===== src/rtl/pattern_pkg.sv =====
// Shared types and constants for the pattern sequencer.
package pattern_pkg;

  localparam int PAT_W = 3;
  localparam int CNT_W = 8;

  typedef enum logic [1:0] {
    WAIT_SYNC = 2'd0,
    AUTO      = 2'd1,
    MANUAL    = 2'd2
  } state_e;

  function automatic logic [PAT_W-1:0] next_pat(
    input logic [PAT_W-1:0] p,
    input int               n
  );
    return (int'(p) >= n - 1) ? '0 : p + 1'b1;
  endfunction

endpackage


===== src/rtl/pattern_sequencer_btn.sv =====
// Button conditioner: 2-FF sync, optional stable-time filter, rising-edge pulse.
// The stable-time filter is built only with PATSEQ_DEBOUNCE_EN defined.
module btn_debounce #(
  parameter int DEB_CYCLES = 250000
) (
  input  logic clk_i,
  input  logic rst_i,
  input  logic btn_i,
  output logic press_o
);

  logic sync1_q, sync2_q;
  logic prev_q, press_q;
  logic level;

  if (DEB_CYCLES < 1) begin : g_bad_deb
    $error("DEB_CYCLES must be at least 1");
  end

  always_ff @(posedge clk_i) begin
    if (rst_i) begin
      sync1_q <= 1'b0;
      sync2_q <= 1'b0;
    end else begin
      sync1_q <= btn_i;
      sync2_q <= sync1_q;
    end
  end

`ifdef PATSEQ_DEBOUNCE_EN
  localparam int DW = $clog2(DEB_CYCLES + 1);

  logic [DW-1:0] cnt_q, cnt_d;
  logic          stable_q, stable_d;

  // Accept a new level only after it differs for DEB_CYCLES cycles in a row.
  always_comb begin
    cnt_d    = '0;
    stable_d = stable_q;
    if (sync2_q != stable_q) begin
      if (cnt_q == DW'(DEB_CYCLES - 1)) begin
        stable_d = sync2_q;
      end else begin
        cnt_d = cnt_q + 1'b1;
      end
    end
  end

  always_ff @(posedge clk_i) begin
    if (rst_i) begin
      cnt_q    <= '0;
      stable_q <= 1'b0;
    end else begin
      cnt_q    <= cnt_d;
      stable_q <= stable_d;
    end
  end

  assign level = stable_q;
`else
  assign level = sync2_q;
`endif

  always_ff @(posedge clk_i) begin
    if (rst_i) begin
      prev_q  <= 1'b0;
      press_q <= 1'b0;
    end else begin
      prev_q  <= level;
      press_q <= level & ~prev_q;
    end
  end

  assign press_o = press_q;

endmodule


===== src/rtl/pattern_sequencer.sv =====
// Test-pattern selector stepping on frame starts, auto or by button.
// Define PATSEQ_DEBOUNCE_EN to add the button stable-time filter.
module pattern_sequencer
  import pattern_pkg::*;
#(
  parameter int NUM_PAT        = 4,
  parameter int FRAMES_PER_PAT = 60,
  parameter int DEB_CYCLES     = 250000
) (
  input  logic             CLK,
  input  logic             RST,
  input  logic             VGA_VS,
  input  logic             BTN_NEXT,
  input  logic             AUTO_EN,
  output logic [PAT_W-1:0] PAT_SEL,
  output logic             PAT_UPDATE,
  output logic [CNT_W-1:0] FRAME_CNT
);

  localparam logic [CNT_W-1:0] TC = CNT_W'(FRAMES_PER_PAT - 1);

  if (NUM_PAT < 2 || NUM_PAT > 8) begin : g_bad_np
    $error("NUM_PAT must be 2..8");
  end
  if (FRAMES_PER_PAT < 1 || FRAMES_PER_PAT > 255) begin : g_bad_fpp
    $error("FRAMES_PER_PAT must be 1..255");
  end

  state_e           state_q, state_d;
  logic             vs_q, fs_q;
  logic             pend_q, pend_d;
  logic [PAT_W-1:0] pat_q, pat_d;
  logic [CNT_W-1:0] cnt_q, cnt_d;
  logic             upd_q, upd_d;
  logic             press, tc, adv;

  btn_debounce #(
    .DEB_CYCLES (DEB_CYCLES)
  ) u_btn (
    .clk_i   (CLK),
    .rst_i   (RST),
    .btn_i   (BTN_NEXT),
    .press_o (press)
  );

  always_ff @(posedge CLK) begin
    if (RST) begin
      state_q <= WAIT_SYNC;
      vs_q    <= 1'b1;
      fs_q    <= 1'b0;
      pend_q  <= 1'b0;
      pat_q   <= '0;
      cnt_q   <= '0;
      upd_q   <= 1'b0;
    end else begin
      state_q <= state_d;
      vs_q    <= VGA_VS;
      fs_q    <= vs_q & ~VGA_VS;
      pend_q  <= pend_d;
      pat_q   <= pat_d;
      cnt_q   <= cnt_d;
      upd_q   <= upd_d;
    end
  end

  // A press landing on fs is kept for the following frame.
  always_comb begin
    state_d = state_q;
    pat_d   = pat_q;
    cnt_d   = cnt_q;
    upd_d   = 1'b0;
    pend_d  = pend_q | press;
    tc      = 1'b0;
    adv     = 1'b0;
    if (fs_q) begin
      tc      = (state_q == AUTO) && (cnt_q == TC);
      adv     = pend_q | tc;
      pend_d  = press;
      state_d = AUTO_EN ? AUTO : MANUAL;
      if (adv) begin
        pat_d = next_pat(pat_q, NUM_PAT);
        cnt_d = '0;
        upd_d = 1'b1;
      end else begin
        unique case (state_q)
          AUTO:    cnt_d = cnt_q + 1'b1;
          MANUAL:  cnt_d = (&cnt_q) ? cnt_q : cnt_q + 1'b1;
          default: cnt_d = cnt_q;
        endcase
      end
    end
  end

  assign PAT_SEL    = pat_q;
  assign PAT_UPDATE = upd_q;
  assign FRAME_CNT  = cnt_q;

endmodule


===== config.mk =====
export PLATFORM = sky130hd
export DESIGN_NAME = pattern_sequencer
export DESIGN_NICKNAME = d
export VERILOG_FILES = /design/src/rtl/pattern_pkg.sv /design/src/rtl/pattern_sequencer_btn.sv /design/src/rtl/pattern_sequencer.sv
export SDC_FILE = /design/constraint.sdc
export NUM_CORES = 1
export LEC_CHECK = 0
export ABC_AREA = 0
export ABC_CLOCK_PERIOD_IN_PS = 3600
export CAP_MARGIN = 20
export CORE_ASPECT_RATIO = 1.4
export CORE_MARGIN = 5
export CORE_UTILIZATION = 54
export CTS_CLUSTER_SIZE = 25
export DETAILED_ROUTE_END_ITERATION = 7
export PLACE_DENSITY = 0.81
export SYNTH_ARGS = -nofsm -noshare
export SYNTH_HDL_FRONTEND = slang
export SYNTH_SLANG_ARGS = --single-unit

===== constraint.sdc =====
create_clock -name CLK -period 3.6 [get_ports CLK]
set_clock_uncertainty 0.15 [all_clocks]
set_input_delay 0.36 -clock CLK [delete_from_list [all_inputs] [get_ports CLK]]
set_output_delay 0.36 -clock CLK [all_outputs]
set_load 0.02 [all_outputs]

==> impl_metrics.tcl <==
set metrics [dict create \
    synth_flop_cell "dfxtp_1" \
    port-buffer-count 16 \
    grt_pass1_wl_um 3620 \
    die_area_um2 2840 \
    seq_area_frac_synth_pct 41.8 \
    p_seq_share_pct 63.9 \
    setup_viol 0 \
    cp.required_ns 3.64 \
    busiest_layer "met2" \
    grt_use_total_pct 17.7 \
    cp-start-kind "flip-flop" \
    yosysMostFrequentCell "dfxtp_1" \
    fin_hold_ws_ns 0.245 \
    synth.area.top_cells "dfxtp_1 (42%), ha_1 (6.2%), inv_1 (3.7%)" \
    cts_tree "yes" \
    grt_pass1_vias 812 \
    die_width_um 46.5 \
    num_vias 867 \
    die_h_um 61.0 \
    clk_latency_ns 0.30 \
    gp_congestion 0.888 \
    relSlewSlack_pct 63.7 \
    drive_gt1_share_pct 11.2 \
    power.switching_w 0.0000852 \
    worstHoldPathType "flip-flop to flip-flop" \
    syn_nets 117 \
    yosys_warnings 0 \
    synth_area_per_cell_um2 9.39 \
    core-area_um2 1780 \
    route.detailed.drc 0 \
    worstSetupPathType "flip-flop to flip-flop" \
    overflow 0 \
    synth_seq_cells 21 \
    netlist_instances 107 \
    root_buffer "clkbuf_4" \
    antenna_found_initial 0 \
    ys_types 39 \
    drt-pass1-iter-count 4 \
    dp_hpwl_um 1550 \
    post-route-min-period_ns 2.00 \
    status "finished, final reports clean" \
    worstPathArrival_ns 2.05 \
    slew_violations 0 \
    grt_start_max_net_pins 17 \
    cts_buffers 3 \
    htreeDepth 1 \
    tns_ns 0 \
    use_met1_pct 21.6 \
    ctsResizeCount 0 \
    drt_iter0_drc 13 \
    crit_fanout 3 \
    p_clk_share_pct 29.1 \
    max_cap_violations 0 \
    via_per_inst 5.98 \
    path_clk_slew_ns 0.11 \
    tightest_slew_ns 0.543 \
    synth_edf_count 0 \
    dpl.cell_count 141 \
    synth_area_um2 1000 \
    ant_nets 0 \
    leakagePower_nw 0.456 \
    syn_to_final_growth_pct 19.2 \
    finalCritPeriodShare_pct 55.6 \
    hold_viol_final 0 \
    use_met3_pct 2.63 \
    largest_reg_flops 8 \
    ctsHoldBuffers 0 \
    ir_worst_vdd_v 0.000231 \
    wirelength_um 2030 \
    p_comb_share_pct 7.0 \
    sw_frac_of_total_pct 22.5 \
    routedWlPerCell_um 14.0 \
    num_rows 18 \
    async_flop_share_pct 0 \
    num_io_pins 17 \
    p_per_area_nw_per_um2 316 \
    end_kind "flip-flop" \
    yosys.area.top_type "dfxtp_1" \
    cts.path.max_buffers 2 \
    cts_setup_buffers 0 \
    synth_top_area_share_pct 41.8 \
    initial_core_util_pct 56.5 \
    fin_cells 145 \
    internal-power_w 0.000293 \
    layout.nets 136 \
    cts.sinks 21 \
    rsz0062_at_grt "false" \
    netlist_top_cells_count "dfxtp_1 (21), inv_1 (10), a21oi_1 (6), nand2_1 (6), nor2_1 (6)" \
    grt_use_met2_pct 29.7 \
    fmax_mhz 499 \
    antenna-diode-count 0 \
]
-- worst max-delay path: stages (launching register included) --
cell and delay, ns:
dfxtp_1 0.38, inv_1 0.06, ha_1 0.31, and4b_1 0.31, nand4_1 0.14, o21a_1 0.20, a311o_2 0.34
-- power groups by stage --
stage,Sequential (W),Clock [W],Combinational [W]
after CTS,0.000242,0.000114,0.0000268
after floorplan,0.000246,0,0.0000184
after global routing,0.000243,0.000127,0.0000297
after detailed placement,0.000247,0,0.0000267
after global placement,0.000247,0,0.0000256
final,0.000242,0.000110,0.0000266
-- cell type report --
class                   instances  area (µm²)
clock buffers                   4        26.3
fillers                       160         582
inverters                      10        37.5
multi-input cells              74         528
flip-flops and latches         21         420
well taps                      20        25.0
repair buffers                 16         160
-- metal layers --
layer | part of all wire (%) | vias to the layer above
li1 | - | 433
met1 | 43 | 402
met2 | 51 | 28
met3 | 4.4 | 4
met4 | 1.4 | 0
met5 | 0 | -
-- path summary, 6_finish.rpt --
path / startpoint / end / slack (ns) / cells past startpoint
worst min register to register: u_btn.prev_q / u_btn.press_o / 0.24 / 1
worst max-delay path: state_q[0] / FRAME_CNT[5] / 1.60 / 6
worst max register to register: state_q[0] / FRAME_CNT[5] / 1.60 / 6
worst min-delay path: u_btn.prev_q / u_btn.press_o / 0.24 / 1
-- metrics by stage --
| stage | total power, W | instance area (µm²) | utilization [%] | setup slack, ns |
|---|---|---|---|---|
| after global placement | 0.000272 | 1170 | 65.8 | 1.51 |
| after global routing | 0.000399 | 1200 | 67.3 | 1.47 |
| after detailed placement | 0.000274 | 1170 | 65.8 | 1.37 |
| final | 0.000378 | 1200 | 67.3 | 1.60 |
| after floorplan | 0.000264 | 1000 | - | 1.76 |
| after CTS | 0.000382 | 1200 | 67.3 | 1.59 |
-- cells by family (layout without fill, tap and decap cells) --
kind of cell,after synthesis,in the layout,share of synthesized area (%)
AO/OA/AOI/OAI,26,26,19.7
buffers and inverters,12,30,5.60
adder cells (fa/ha/maj),5,5,6.23
AND/OR/NAND/NOR,41,41,24.7
flip-flops,21,21,41.8
multiplexers,2,2,1.99
-- cell usage in the layout, fill, tap and decap left out, types with 2 or more instances in the layout --
cell,netlist,layout
nor2b_1,4,4
o21ai_0,4,4
dfxtp_1,21,21
clkdlybuf4s50_1,0,16
nand4_1,4,4
a31o_2,2,2
nand3_1,2,2
or3_1,4,4
a31oi_1,2,2
nor3_1,3,3
inv_1,10,10
ha_1,5,5
nor2_1,6,6
a211oi_1,2,2
clkbuf_4,0,3
mux2i_1,2,2
a2111oi_0,2,2
nand2_1,6,6
a21oi_1,6,6
Note: power is estimated with default switching activity, not from simulation.
